File: config.mk
export PLATFORM = sky130hd
export DESIGN_NAME = fp_add_sequencer
export DESIGN_NICKNAME = d
export VERILOG_FILES = /design/src/rtl/fp_add_pkg.sv /design/src/rtl/align_shift_counter.sv /design/src/rtl/fp_add_sequencer.sv
export SDC_FILE = /design/constraint.sdc
export NUM_CORES = 1
export LEC_CHECK = 0
export CAP_MARGIN = 25
export CORE_UTILIZATION = 30
export DETAILED_ROUTE_END_ITERATION = 7
export PLACE_DENSITY = 0.77
export SLEW_MARGIN = 20
export SYNTH_ARGS = -nofsm -noshare
export SYNTH_HDL_FRONTEND = slang
export SYNTH_HIERARCHICAL = 1
export SYNTH_SLANG_ARGS = --single-unit
File: constraint.sdc
create_clock -name clk_in -period 2.4 [get_ports clk_in]
set_input_delay 0.48 -clock clk_in [delete_from_list [all_inputs] [get_ports clk_in]]
set_output_delay 0.48 -clock clk_in [all_outputs]
set_load 0.005 [all_outputs]
File: src/rtl/fp_add_pkg.sv
// Shared types and helpers for the FP adder sequencer.
package fp_add_pkg;

  localparam int FP_DATA_W    = 32;
  localparam int FP_MENT_W    = 23;
  localparam int FP_EXPO_W    = 8;
  localparam int FP_ALIGN_MAX = FP_MENT_W + 1;

  // One-hot sequencer states
  typedef enum logic [5:0] {
    S_IDLE  = 6'b000001,
    S_CMP   = 6'b000010,
    S_ALIGN = 6'b000100,
    S_ADD   = 6'b001000,
    S_NORM  = 6'b010000,
    S_HOLD  = 6'b100000
  } state_e;

  // A word is zero when both exponent and stored mantissa are zero; sign is ignored (+0/-0).
  function automatic logic is_zero(input logic [FP_DATA_W-1:0] w);
    return (w[FP_DATA_W-2 -: FP_EXPO_W] == '0) && (w[FP_MENT_W-1:0] == '0);
  endfunction

endpackage

File: src/rtl/align_shift_counter.sv
// Down-counter for the one-bit-per-cycle mantissa alignment.
// The load value is the full exponent difference; it saturates at ALIGN_MAX
// because shifting further than that flushes the significand anyway.
module align_shift_counter #(
  parameter int EXPO_WIDTH = 8,
  parameter int ALIGN_MAX  = 24,
  parameter int CNT_W      = $clog2(ALIGN_MAX + 1)
) (
  input  logic                  clk_in,
  input  logic                  rst_n_in,
  input  logic                  load_in,
  input  logic [EXPO_WIDTH-1:0] load_value_in,
  input  logic                  decrement_in,
  output logic                  last_out,
  output logic [CNT_W-1:0]      count_out
);

  logic [CNT_W-1:0] cnt_q, cnt_d;

  // Saturating load takes priority over decrement; compare is done at full exponent width
  always_comb begin
    cnt_d = cnt_q;
    if (load_in) begin
      if (load_value_in > EXPO_WIDTH'(ALIGN_MAX)) cnt_d = CNT_W'(ALIGN_MAX);
      else                                        cnt_d = CNT_W'(load_value_in);
    end else if (decrement_in && (cnt_q != '0)) begin
      cnt_d = cnt_q - 1'b1;
    end
  end

  // Count register
  always_ff @(posedge clk_in or negedge rst_n_in) begin
    if (!rst_n_in) cnt_q <= '0;
    else           cnt_q <= cnt_d;
  end

  assign last_out  = (cnt_q == CNT_W'(1));
  assign count_out = cnt_q;

endmodule

File: src/rtl/fp_add_sequencer.sv
// Multi-cycle sequencer for the single-precision FP adder datapath:
// operand accept, exponent compare, iterative align, add, normalize, result hold.
module fp_add_sequencer
  import fp_add_pkg::*;
#(
  parameter int DATA_WIDTH = FP_DATA_W,
  parameter int MENT_WIDTH = FP_MENT_W,
  parameter int EXPO_WIDTH = FP_EXPO_W,
  parameter int ALIGN_MAX  = MENT_WIDTH + 1
) (
  input  logic                  clk_in,
  input  logic                  rst_n_in,
  input  logic                  start_valid_in,
  output logic                  start_ready_out,
  input  logic [DATA_WIDTH-1:0] opa_in,
  input  logic [DATA_WIDTH-1:0] opb_in,
  input  logic [EXPO_WIDTH-1:0] rshift_in,
  output logic                  op_load_out,
  output logic                  cmp_en_out,
  output logic                  align_en_out,
  output logic                  add_en_out,
  output logic                  norm_en_out,
  output logic                  bypass_out,
  output logic                  bypass_sel_out,
  output logic                  result_valid_out,
  input  logic                  result_ready_in,
  output logic                  busy_out
);

  localparam int CNT_W = $clog2(ALIGN_MAX + 1);

  state_e           state_q, state_d;
  logic             byp_q, byp_d;
  logic             sel_q, sel_d;
  logic             accept;
  logic             cnt_load;
  logic             cnt_last;
  logic [CNT_W-1:0] cnt;
  logic             opa_zero, opb_zero;

  assign opa_zero = is_zero(opa_in);
  assign opb_zero = is_zero(opb_in);

  align_shift_counter #(
    .EXPO_WIDTH (EXPO_WIDTH),
    .ALIGN_MAX  (ALIGN_MAX),
    .CNT_W      (CNT_W)
  ) u_cnt (
    .clk_in        (clk_in),
    .rst_n_in      (rst_n_in),
    .load_in       (cnt_load),
    .load_value_in (rshift_in),
    .decrement_in  (align_en_out),
    .last_out      (cnt_last),
    .count_out     (cnt)
  );

  // Handshake and next-state; ready is masked by reset so nothing is accepted while held
  always_comb begin
    state_d         = state_q;
    byp_d           = byp_q;
    sel_d           = sel_q;
    cnt_load        = 1'b0;
    start_ready_out = 1'b0;
    if (state_q == S_IDLE) start_ready_out = rst_n_in;
    if (state_q == S_HOLD) start_ready_out = rst_n_in & result_ready_in;
    accept = start_valid_in & start_ready_out;
    case (state_q)
      S_IDLE:  if (accept) state_d = S_CMP;
      S_CMP: begin
        // Zero opa wins, so the both-zero case passes opb
        if (opa_zero) begin
          byp_d   = 1'b1;
          sel_d   = 1'b1;
          state_d = S_HOLD;
        end else if (opb_zero) begin
          byp_d   = 1'b1;
          sel_d   = 1'b0;
          state_d = S_HOLD;
        end else if (rshift_in == '0) begin
          state_d = S_ADD;
        end else begin
          cnt_load = 1'b1;
          state_d  = S_ALIGN;
        end
      end
      // Zero count cannot occur after a load, but leaving on it keeps the FSM from sticking
      S_ALIGN: if (cnt_last || (cnt == '0)) state_d = S_ADD;
      S_ADD:   state_d = S_NORM;
      S_NORM:  state_d = S_HOLD;
      S_HOLD: begin
        if (result_ready_in) begin
          byp_d   = 1'b0;
          sel_d   = 1'b0;
          state_d = accept ? S_CMP : S_IDLE;
        end
      end
      default: begin
        byp_d   = 1'b0;
        sel_d   = 1'b0;
        state_d = S_IDLE;
      end
    endcase
  end

  // State and bypass flag registers
  always_ff @(posedge clk_in or negedge rst_n_in) begin
    if (!rst_n_in) begin
      state_q <= S_IDLE;
      byp_q   <= 1'b0;
      sel_q   <= 1'b0;
    end else begin
      state_q <= state_d;
      byp_q   <= byp_d;
      sel_q   <= sel_d;
    end
  end

  // Moore stage enables: one state, one enable
  assign op_load_out      = accept;
  assign cmp_en_out       = (state_q == S_CMP);
  assign align_en_out     = (state_q == S_ALIGN);
  assign add_en_out       = (state_q == S_ADD);
  assign norm_en_out      = (state_q == S_NORM);
  assign result_valid_out = (state_q == S_HOLD);
  assign busy_out         = (state_q != S_IDLE);
  assign bypass_out       = byp_q;
  assign bypass_sel_out   = sel_q;

endmodule

== Word-level counts from Yosys, hierarchy flattened ==
Index checks and enable logic that the tools add are counted.
Word-level totals
  logic and storage cells: 60
  flip-flop bits (word level): 13
Cells by class
  add/subtract/negate cells: 1
  $lt $le $gt $ge: 1
  bitwise operators: 3
  reductions and logical operators: 15
  multiplexer cells: 24
  equality and inequality tests: 12
Operators by type and width (number)
  $logic_not 23->1: 2
  $pmux 6 s6: 1
  $mux 6: 5
  $logic_not 8->1: 3
  $mux 5: 3
  $mux 1: 11
  $gt 8x5->1 const B: 1
  $eq 6x1->1 const B: 1
  $eq 6x2->1 const B: 1
  $eq 6x3->1 const B: 1
  $eq 6x4->1 const B: 1
  $eq 6x5->1 const B: 1
  $eq 6x6->1 const B: 1
  $ne 6x1->1 const B: 1
  $pmux 1 s3: 2
  $reduce_and 3->1: 2
  $eq 5x1->1 const B: 1
  $logic_not 5->1: 1
  $reduce_bool 5->1: 1
  $sub 5x1->5 const B: 1
  $mux 4: 1
  $ne 2x2->1 const B: 2
  $reduce_or 4->1: 1
  $logic_and 1x1->1: 3
  7 further kinds: 8

== Longest topological paths before layout ==
Gate-level depths: netlist of run 1.
  depth after elaboration: 7
  gate-level depth with buffers: 10
  gate-level depth less buffers: 8

== Cells and area by module ==
Netlist of run 1, hierarchy kept.
Modules (own cells, without submodules)
  fp_add_sequencer: sequential area each 201.4 um^2, cells an instance 81, times used 1, area each 701.9 um^2
  align_shift_counter: sequential area each 125.1 um^2, cells an instance 39, times used 1, area each 369.1 um^2

== Worst setup path after synthesis of run 1 ==
Ideal clock, no wire load.
  path type: register to register
  start point: register state_q[2]
  end point: register u_cnt.cnt_q[0], in the netlist u_cnt/count_out[0]
  cell stages (with the launch flop): 11
  library setup time: 122 ps
  arrival time: 2227 ps
  path slack: 51 ps
  period minus slack after synthesis: 2349 ps
  path through: dfrtp_1 -> buf_6 -> or4_4 -> nor3b_4 -> o21ai_2 -> nor2_1 -> and2_1 -> buf_1 -> nor3b_1 -> a41oi_1 -> nand2_1
Between the ends
  longest elaborated chain between the ends: 3
  elaborated cells between the ends (all ways): 6
  classes of those cells: 2 x eq/ne; 2 x mux; 2 x reduce/logical
RTL lines
  start: declaration: RTL line fp_add_sequencer.sv:32  | state_e state_q, state_d;
  start signal: assignment: RTL line fp_add_sequencer.sv:113  | state_q <= state_d;
  $eq 6x2->1 *
  net cmp_en_out: RTL line fp_add_sequencer.sv:19  | output logic cmp_en_out,
  $mux 1 *: RTL line fp_add_sequencer.sv:68  | case (state_q)
  net cnt_load: RTL line fp_add_sequencer.sv:36  | logic cnt_load;
  $mux 5 or $reduce_bool 2->1 (tied branches)
  end signal: assignment: RTL line align_shift_counter.sv:34  | else cnt_q <= cnt_d;
  end: declaration: RTL line align_shift_counter.sv:18  | logic [CNT_W-1:0] cnt_q, cnt_d;
Mark *: on every way through the listed nets, which the timed path passes. The rest lies on a longest branch.
A chain may end at the register's enable or synchronous reset.

== Worst setup path in the final report of run 1 ==
  start point: register state_q[5]
  end point: output port start_ready_out
Between the ends
  longest elaborated chain between the ends: 3
  elaborated cells between the ends (all ways): 4
  classes of those cells: 2 x eq/ne; 2 x mux
RTL lines
  $eq 6x1->1: RTL line fp_add_sequencer.sv:65  | if (state_q == S_IDLE) start_ready_out = rst_n_in;
  $mux 1: RTL line fp_add_sequencer.sv:65
  $mux 1 *: RTL line fp_add_sequencer.sv:66  | if (state_q == S_HOLD) start_ready_out = rst_n_in & result_ready_in;
  end: declaration: RTL line fp_add_sequencer.sv:14  | output logic start_ready_out,
Mark *: on every way between the ends. The rest lies on a longest branch, timed or not.

==> results of run 1 <==
## state kept, by name, indices dropped and copies added, names as in the netlist
name / count
bypass_out: 1
bypass_sel_out: 1
state_q: 6
u_cnt/count_out: 5
## how the worst min path moves through the flow
stage / slack [ns] / startpoint / cells past startpoint / endpoint
after CTS: 0.53 / bypass_sel_out / 1 / bypass_sel_out
after detailed placement: 0.51 / bypass_sel_out / 1 / bypass_sel_out
final: 0.53 / bypass_sel_out / 1 / bypass_sel_out
after floorplan: 0.18 / rst_n_in / 0 / bypass_out
after global routing: 0.55 / bypass_sel_out / 1 / bypass_sel_out
after global placement: 0.49 / bypass_sel_out / 1 / bypass_sel_out
## metal layers
metal  GRT usage [%]  up-vias  wire [um]
li1                -      703          -
met1            22.0      689       1490
met2            40.7       65       2240
met3            2.90        9        185
met4            13.3        0        101
met5               0        -          0
## cells by family after synthesis
kind of cell,share of synthesized area [%]
AND/OR/NAND/NOR,41.8
AO/OA/AOI/OAI,18.0
flip-flops,30.5
buffers and inverters,4.67
multiplexers,1.87
adder cells (fa/ha/maj),2.34
XOR/XNOR,0.818
## per-stage QoR
| stage | area [um2] | hold slack, ns | TNS, ns |
|---|---|---|---|
| floorplan | 1070 | 0.184 | 0 |
| global placement | 2050 | 0.489 | -0.504 |
| detailed placement | 2050 | 0.508 | -0.827 |
| CTS | 2160 | 0.532 | -0.0793 |
| global route | 2270 | 0.546 | -0.329 |
| finish | 2270 | 0.528 | -0.107 |
## area by class of cell
class,count,area share [%]
sequential,13,14.4
tap,46,2.53
inverter,5,1.05
timing repair buffer,110,47.0
clock buffer,4,1.16
multi-input combinational,99,33.9
## synthesized netlist by cell type, types with 2 or more instances
| master | n |
|---|---|
| dfrtp_1 | 12 |
| o211ai_1 | 2 |
| nor4b_1 | 2 |
| o31a_1 | 2 |
| nor2b_1 | 2 |
| nor2_1 | 8 |
| inv_1 | 4 |
| mux2i_1 | 2 |
| a21oi_1 | 2 |
| nand4_1 | 6 |
| nand2_1 | 9 |
| nor4_1 | 18 |
| and4b_2 | 2 |
| nand3b_1 | 2 |
| ha_1 | 2 |
| buf_6 | 2 |
| nor3_1 | 6 |
| nor3b_1 | 2 |
| o21ai_0 | 5 |
## power by group
part | internal (mW) | leakage [nW] | total (mW) | switching (mW)
clock | 0.0646 | 0.0150 | 0.140 | 0.0757
sequential | 0.277 | 0.165 | 0.355 | 0.0773
combinational | 0.390 | 0.739 | 0.643 | 0.253
total | 0.731 | 0.920 | 1.14 | 0.406
## timing repair
action,in CTS,in global routing
setup buffers,8,3
gates resized for setup,24,17
endpoints found under the setup margin,8,14
pin swaps,4,9
cloned,0,1
## cell usage in the layout, fill, tap and decap left out, drive strengths merged, types with 2 or more instances in the layout
cell type	synthesis	layout
a21oi	2	2
and2	2	2
and4b	2	2
buf	3	29
clkbuf	0	5
clkdlybuf4s50	0	78
dfrtp	12	12
ha	2	2
inv	4	4
mux2i	2	2
nand2	9	9
nand3b	2	2
nand4	6	6
nor2	8	8
nor2b	2	2
nor3	6	6
nor3b	3	3
nor4	18	18
nor4b	2	2
o211ai	2	2
o21ai	7	7
o31a	2	2
or3b	2	2
or4	3	3
or4b	2	2
==> results.txt, run 1 <==
Ys Warns - 6
Filler cell count - 268
Clock buffer depth - 2
Initial antenna violation count - 0
Critical path peak fanout - 3
Final Non-Filler Cells - 277
Worst path cell trace - or4_4 > or3b_4 > buf_6 > a21boi_2 > buf_2
Total GRT Usage - 21.4%
Dpl ws - -0.288 ns
FF+latch count, synth - 13
Levels on crit path - 5
Register area share after synthesis - 30.5%
Post-Syn Instances - 120
GPL Wtd Cong - 0.833
Global-route wire length before repair - 5.98 mm
Slowest CP cell - or4_4
DIE AREA - 0.00381 mm2
Synth top area share - 28.0%
Crit path launch type - register
Pwr Density - 501 mW/mm2
Total Wirelength - 4.02 mm
Clk Latency, worst-skew pair - 0.28 ns
Worst-path clk slew - 0.08 ns
Max VDD drop - 201 uV
Max cap viols - 0
Final hold vios - 0
Violated checks - negative setup slack
Async S/R FF share, synth - 100%
R2R setup slack - 0.08 ns
Rel. slew slack - 63.9%
Final setup vio count - 2
Nets - 310
DR vias - 1,466
1st-iter DRT viols - 43
Worst Path Arrival - 1.97 ns
Worst R2R Path Depth - 12
Cts bufs inserted - 3
Final WS setup - -0.0539 ns
Largest net degree at the start of global routing - 14
Port bufs - 83
Max-slew violations - 0
Fraction of layout cells with a size suffix above 1 - 26.8%
Antenna cells - 0
DIE WIDTH - 61.8 um
Syn Area/Cell - 8.93 um2
Tcrit/Tclk final - 102%
Register area - 327 um2
Pleak - 0.920 nW
GR Overflow Total - 0
Sink Count - 13
Fmax - 0.408 GHz
TritonCTS clock tree - yes
CP startpoint - state_q[5]
Htree depth - 1
Worst reg2reg endpoint - bypass_sel_out
Required time worst endpoint - 1.92 ns
Total power - 1.14 mW
Largest cells by area after synthesis - dfrtp_1 28%, nor4_1 11%, nand4_1 3.5%
Number of flops mapped to enable cells by yosys - 0
Worst r2r src - state_q[4]
Die Y - 61.8 um
Period minus WS final - 2.45 ns
Initial Utilization - 31.6%
Syn-to-layout area delta - 112%
Post-DR wirelength/cell - 14.5 um
Routed Antenna Nets - 0
Via-to-Cell Ratio - 5.29
CP delay by family, top - simple AND/OR/NAND/NOR gates
Post-synthesis cell area - 0.00107 mm2
Vias in the first global route - 1,461
Post-Syn Nets - 198
Slew @ Worst Pin - 0.538 ns
Crit path capture - start_ready_out
CP Class - register to output port
Hold WC Path Type - register to register
Multi-input gate area in the final layout - 769 um2
Fin util - 67.0%
DP HPWL - 3.12 mm
Status - complete, but fails checks
CP endpoint kind - output port
Site Rows - 21
RSZ-0062 raised after global routing - true
Residual DRC - 0
Synth Flop Type - dfrtp_1
Placed cell count - 262
Crit path buffers/inverters - 2
Synth area leader - dfrtp_1
DRT Pass-1 Iters - 4
Yosys cell types - 49
Top Ports - 86
Post-CTS Hold Fix Bufs - 0
CTS root buffer - clkbuf_4
Clock skew - 0.00192 ns
Max incr delay on CP - 0.54 ns
Total core area - 0.00339 mm2
No activity file was read; power rests on OpenSTA's default activity.
==> run 2: changes to the inputs <==
ABC_AREA = 1   (was not set)
CORE_UTILIZATION = 32   (was 30)
PLACE_DENSITY = 0.76   (was 0.77)
TNS_END_PERCENT = 1   (was not set)
==> run 2 against run 1 <==
The run now ends clean. Non-clock buffer count is 20 lower. Combinational power increased by 20%. Synthesized area up 20%. Largest cell class unchanged. Largest power group unchanged. Final area shrank 0.39%. Global-route usage shrank 4.0 points. Final cell count increased by 26%. Power up 16%. Die area up 12%. Clock power increased by 37%. Register-to-register slack better by 0.31 ns. Fmax grew 5.6%.
==> results.txt, run 2 <==
Top cells by count, synth - 57 x nor2_1, 39 x nand2_1, 24 x inv_1
Yosys cell types - 28 (-43%)
Status - finished, final reports clean
Setup TNS - 0 ns (+0.107 ns)
Total Wirelength - 3.30 mm (-18%)
DRT Pass-1 Iters - 4 (unchanged)
Routed Antenna Nets - 0 (unchanged)
Residual DRC - 0 (unchanged)
Number of flops mapped to enable cells by yosys - 0 (unchanged)
GPL Wtd Cong - 0.833 (about the same)
Worst-path clk slew - 0.05 ns (-0.03 ns)
Worst path cell trace - clkdlybuf4s50_1 > inv_1 > nand3_2 > nand2_1 > nor2_1 > clkdlybuf4s50_1
Vias in the first global route - 1,511 (+3.4%)
Top Ports - 86 (unchanged)
Fraction of layout cells with a size suffix above 1 - 15.0% (-12 points)
Cts bufs inserted - 3 (unchanged)
Site Rows - 22 (+4.8%)
Synth Flop Type - dfrtp_1
Clk Latency, worst-skew pair - 0.24 ns (-0.04 ns)
CTS resizes - 0 (-100%)
CP dominant cell by count - clkdlybuf4s50_1
Fmax - 0.431 GHz (+5.6%)
Critical path peak fanout - 4 (+1)
Slowest CP cell - clkdlybuf4s50_1
Synth area leader - dfrtp_1
Period minus WS final - 2.32 ns (-0.131 ns)
CTS root buffer - clkbuf_8
Initial Utilization - 34.3% (+2.7 points)
Clock skew - 0.00367 ns (+0.00175 ns)
DP HPWL - 3.05 mm (-2.1%)
Fin util - 60.4% (-6.6 points)
Port bufs - 83 (unchanged)
Post-CTS Hold Fix Bufs - 0 (unchanged)
Syn-to-layout area delta - 76.0%
Async S/R FF share, synth - 100% (unchanged)
Post-synthesis cell area - 0.00128 mm2 (+20%)
Syn Area/Cell - 6.18 um2 (-31%)
Post-Syn Instances - 208 (+73%)
Final hold vios - 0 (unchanged)
Crit path launch type - input port
Sink Count - 13 (unchanged)
Total core area - 0.00374 mm2 (+10%)
Die Y - 65.4 um (+5.9%)
Clock buffer depth - 2 (unchanged)
Rel. slew slack - 74.2% (+10 points)
Via-to-Cell Ratio - 4.43 (-16%)
DR vias - 1,546 (+5.5%)
Largest Register - state_q
Max cap viols - 0 (unchanged)
Final standard cell area without fillers - 0.00226 mm2 (-0.39%)
Required time worst endpoint - 1.92 ns (about the same)
Initial antenna violation count - 0 (unchanged)
Final Non-Filler Cells - 349 (+26%)
Max reg flops - 6 (unchanged)
Pwr Density - 585 mW/mm2 (+17%)
Worst R2R Path Depth - 13 (+1)
Tcrit/Tclk final - 96.8% (-5.5 points)
1st-iter DRT viols - 39 (-9.3%)
Final setup vio count - 0 (-2)
DIE WIDTH - 65.4 um (+5.9%)
Total GRT Usage - 17.4% (-4.0 points)
Pleak - 1.07 nW (+16%)
Postcts setup bufs - 0 (-8)
Max VDD drop - 263 uV (+31%)
Synth top area share - 23.4% (-4.7 points)
GR Overflow Total - 0 (unchanged)
Max incr delay on CP - 0.54 ns (about the same)
Post-DR wirelength/cell - 9.46 um (-35%)
Register area share after synthesis - 25.4% (-5.1 points)
Slew @ Worst Pin - 0.386 ns (-0.152 ns)
Largest cells by area after synthesis - dfrtp_1 23%, nor2_1 17%, nand2_1 11%
CP endpoint kind - output port
Max-slew violations - 0 (unchanged)
Placed Area - 0.00222 mm2 (+8.0%)
TritonCTS clock tree - yes
Worst Path Arrival - 1.84 ns (-0.13 ns)
Placed cell count - 345 (+32%)
RSZ-0062 raised after global routing - false
DIE AREA - 0.00427 mm2 (+12%)
Ys Warns - 6 (unchanged)
Htree depth - 1 (unchanged)
Largest net degree at the start of global routing - 8 (-6)
FF+latch count, synth - 13 (unchanged)
Hold path cells - 2 (+1)
Global-route wire length before repair - 5.84 mm (-2.3%)
CP Class - input port to output port
Nets - 380 (+23%)
Commonest non-fill, non-tap cell in the layout - clkdlybuf4s50_1
Most frequent cell after synthesis - nor2_1
Commonest non-fill, non-tap cells in the layout - 83 x clkdlybuf4s50_1, 57 x nor2_1, 39 x nand2_1
Hold WC Path Type - register to register
R2R setup slack - 0.39 ns (+0.31 ns)
Post-Syn Nets - 286 (+44%)
Antenna cells - 0 (unchanged)
## run 2: cell types whose count changed after synthesis, moves of 9 or more
cell / previous run / this run
inv_2: 0 / 9
inv_1: 4 / 24
nor2_1: 8 / 57
nand2_1: 9 / 39
nor4_1: 18 / 0
nand3_1: 1 / 15
## run 2: layout make-up
cell class	instances	area, um2
clock buffers	4	45.0
fillers	375	1480
inverters	33	124
multi-input cells	161	823
flip-flops and latches	13	327
well taps	48	60.1
repair buffers	90	883
## run 2: logic make-up after synthesis
| logic type | Yosys count | share of synthesized area, % |
|---|---|---|
| compound gates | 15 | 6.91 |
| fa+ha+maj | 2 | 1.95 |
| buf+inv | 34 | 10.5 |
| flops | 13 | 25.4 |
| simple gates | 144 | 55.2 |
## run 2: final timing paths
path,start,end
worst max register to register,state_q[2],u_cnt/count_out[3]
worst max-delay path,result_ready_in,start_ready_out
worst min register to register,bypass_out,bypass_out
worst min-delay path,bypass_out,bypass_out
min in group asynchronous,rst_n_in,u_cnt/count_out[2]
max in group asynchronous,rst_n_in,state_q[0]
## run 2: worst max-delay path: cells and delay by family
kind | cells | cell delay, ns
AND/OR/NAND/NOR | 3 | 0.32
buffers and inverters | 3 | 1.04
## run 2: report_power, final
| group | total (mW) | internal, mW | switching (mW) | leakage (nW) |
|---|---|---|---|---|
| clock | 0.192 | 0.117 | 0.0750 | 0.0228 |
| sequential | 0.360 | 0.290 | 0.0703 | 0.165 |
| combinational | 0.771 | 0.384 | 0.387 | 0.880 |
## run 2: per-layer routing
| layer | vias up | share of wire, % | track usage [%] |
|---|---|---|---|
| li1 | 840 | - | - |
| met1 | 649 | 41 | 19.3 |
| met2 | 53 | 53 | 33.1 |
| met3 | 4 | 5.5 | 3.47 |
| met4 | 0 | 1.1 | 4.89 |
| met5 | - | 0 | 0 |
## run 2: through the flow
stage / hold slack, ns / power, mW / setup WS [ns]
finish: 0.483 / 1.32 / 0.0772
global route: 0.514 / 1.45 / 0.00279
CTS: 0.480 / 1.34 / 0.0731
detailed placement: 0.464 / 1.14 / -0.0411
global placement: 0.459 / 1.12 / -0.0760
floorplan: 0.184 / 0.853 / 0.595
==> run 3: changes to the inputs <==
ABC_AREA = not set   (was 1)
CORE_UTILIZATION = 30   (was 32)
PLACE_DENSITY = 0.77   (was 0.76)
RECOVER_POWER = 25   (was not set)
==> run 3 against run 2 <==
The run now ends with negative setup slack left. Routed wire length up 12%. Power down 17%. Non-clock buffer count up 12. Critical path depth down 1. Global-route usage up 3.4 points. Sequential power down 2%. Utilization up 3.6 points. Largest cell class unchanged. Largest power group unchanged. Highest routed layer unchanged.
==> results.txt, run 3 (synthesis results as in run 1) <==
Hold WC Path Type - register to register
Vias in the first global route - 1,419 (-6.1%)
Pwr Density - 506 mW/mm2 (-13%)
Clock buffer depth - 2 (unchanged)
Rel. slew slack - 49.5% (-25 points)
Status - complete, but fails checks
Hold path cells - 1 (-1)
Dpl ws - -0.288 ns (-0.247 ns)
Slew @ Worst Pin - 0.758 ns (+0.372 ns)
Total core area - 0.00339 mm2 (-9.5%)
Die Y - 61.8 um (-5.5%)
Tcrit/Tclk final - 102% (+4.9 points)
Crit path launch type - register
DR vias - 1,400 (-9.4%)
Fraction of layout cells with a size suffix above 1 - 22.9% (+7.9 points)
Final hold vios - 0 (unchanged)
Port bufs - 83 (unchanged)
Max-slew violations - 0 (unchanged)
Max reg flops - 6 (unchanged)
Syn-to-layout area delta - 103%
DIE WIDTH - 61.8 um (-5.5%)
Cts bufs inserted - 3 (unchanged)
Total GRT Usage - 20.8% (+3.4 points)
Final standard cell area without fillers - 0.00217 mm2 (-4.0%)
Max cap viols - 0 (unchanged)
RSZ-0062 raised after global routing - true
Clk Latency, worst-skew pair - 0.28 ns (+0.04 ns)
Max VDD drop - 198 uV (-25%)
Worst-path clk slew - 0.08 ns (+0.03 ns)
Period minus WS final - 2.44 ns (+0.117 ns)
Top Ports - 86 (unchanged)
Fin util - 64.0% (+3.6 points)
Initial Utilization - 31.6% (-2.7 points)
Commonest non-fill, non-tap cell in the layout - clkdlybuf4s50_1
Nets - 302 (-21%)
Total Wirelength - 3.70 mm (+12%)
Setup TNS - -0.0612 ns (-0.0612 ns)
CP Class - register to output port
Violated checks - negative setup slack
Largest net degree at the start of global routing - 14 (+6)
1st-iter DRT viols - 35 (-10%)
Antenna cells - 0 (unchanged)
Worst Path Arrival - 1.96 ns (+0.12 ns)
Via-to-Cell Ratio - 5.20 (+17%)
DRT Pass-1 Iters - 4 (unchanged)
Placed cell count - 262 (-24%)
CP endpoint kind - output port
Commonest non-fill, non-tap cells in the layout - 77 x clkdlybuf4s50_1, 15 x buf_4, 12 x nor4_1, 12 x dfrtp_1, 9 x nand2_1
Pleak - 0.872 nW (-18%)
Global-route wire length before repair - 5.80 mm (-0.60%)
Routed Antenna Nets - 0 (unchanged)
TritonCTS clock tree - yes
Initial antenna violation count - 0 (unchanged)
DIE AREA - 0.00381 mm2 (-11%)
Final setup vio count - 2 (+2)
Sink Count - 13 (unchanged)
Site Rows - 21 (-4.5%)
Worst R2R Path Depth - 11 (-2)
Fmax - 0.410 GHz (-4.8%)
DP HPWL - 3.12 mm (+2.1%)
Residual DRC - 0 (unchanged)
Placed Area - 0.00205 mm2 (-7.4%)
Post-DR wirelength/cell - 13.7 um (+45%)
GPL Wtd Cong - 0.833 (about the same)
GR Overflow Total - 0 (unchanged)
Htree depth - 1 (unchanged)
Final Non-Filler Cells - 269 (-23%)
Clock skew - 0.00355 ns (-0.000126 ns)
Critical path peak fanout - 3 (-1)
Largest Register - state_q
Required time worst endpoint - 1.92 ns (about the same)
CTS root buffer - clkbuf_4
Final WS setup - -0.0398 ns (-0.117 ns)
[run 3: cell types whose count changed in the layout (fill, tap and decap cells not counted), sizes merged, moves of 5 or more]
cell / previous run / this run
a21oi: 7 / 2
buf: 7 / 20
clkdlybuf4s50: 83 / 77
inv: 33 / 4
nand2: 49 / 9
nand3: 17 / 1
nor2: 64 / 8
nor4: 1 / 18
[run 3: final timing paths]
path / from / to / slack (ns)
max: state_q[5] / start_ready_out / -0.04
min: bypass_sel_out / bypass_sel_out / 0.53
max reg2reg: state_q[5] / u_cnt/count_out[0] / 0.11
min reg2reg: bypass_sel_out / bypass_sel_out / 0.53
max in group asynchronous: rst_n_in / u_cnt/count_out[1] / 1.06
min in group asynchronous: rst_n_in / state_q[4] / 0.86
[run 3: critical path: stages (launching register included)]
cell and delay (ns):
dfrtp_1 0.39, or4_4 0.54, or3b_4 0.39, buf_6 0.13, a21boi_1 0.10, buf_2 0.12
[run 3: cell type report]
type | count | area (um2)
Clock buffer | 4 | 26.3
Fill cell | 276 | 1220
Inverter | 5 | 23.8
Multi-Input combinational cell | 99 | 766
Sequential cell | 13 | 327
Tap cell | 46 | 57.6
Timing Repair Buffer | 102 | 971
[run 3: power breakdown]
group / leakage, nW / internal [mW] / switching [mW]
Sequential: 0.165 / 0.277 / 0.0752
Combinational: 0.691 / 0.365 / 0.242
Clock: 0.0150 / 0.0645 / 0.0758
[run 3: repair_timing]
item / in CTS / in global routing
pin swaps: 5 / 7
setup endpoints to repair: 8 / 10
hold buffers: 0 / 0
resized for setup: 20 / 14
buffers inserted: 2 / 1
[run 3: stage by stage]
stage	power (mW)	hold WS, ns
2_1_floorplan	0.642	0.184
3_3_place_gp	0.886	0.489
3_5_place_dp	0.919	0.508
4_1_cts	1.10	0.532
5_1_grt	1.18	0.547
6_report	1.10	0.533
[run 3: metal layers]
layer	track usage (%)	routed length [um]	vias up
met4	12.4	100	0
met1	22.0	1440	636
li1	-	-	692
met2	39.0	1970	63
met5	0	0	-
met3	2.69	189	9
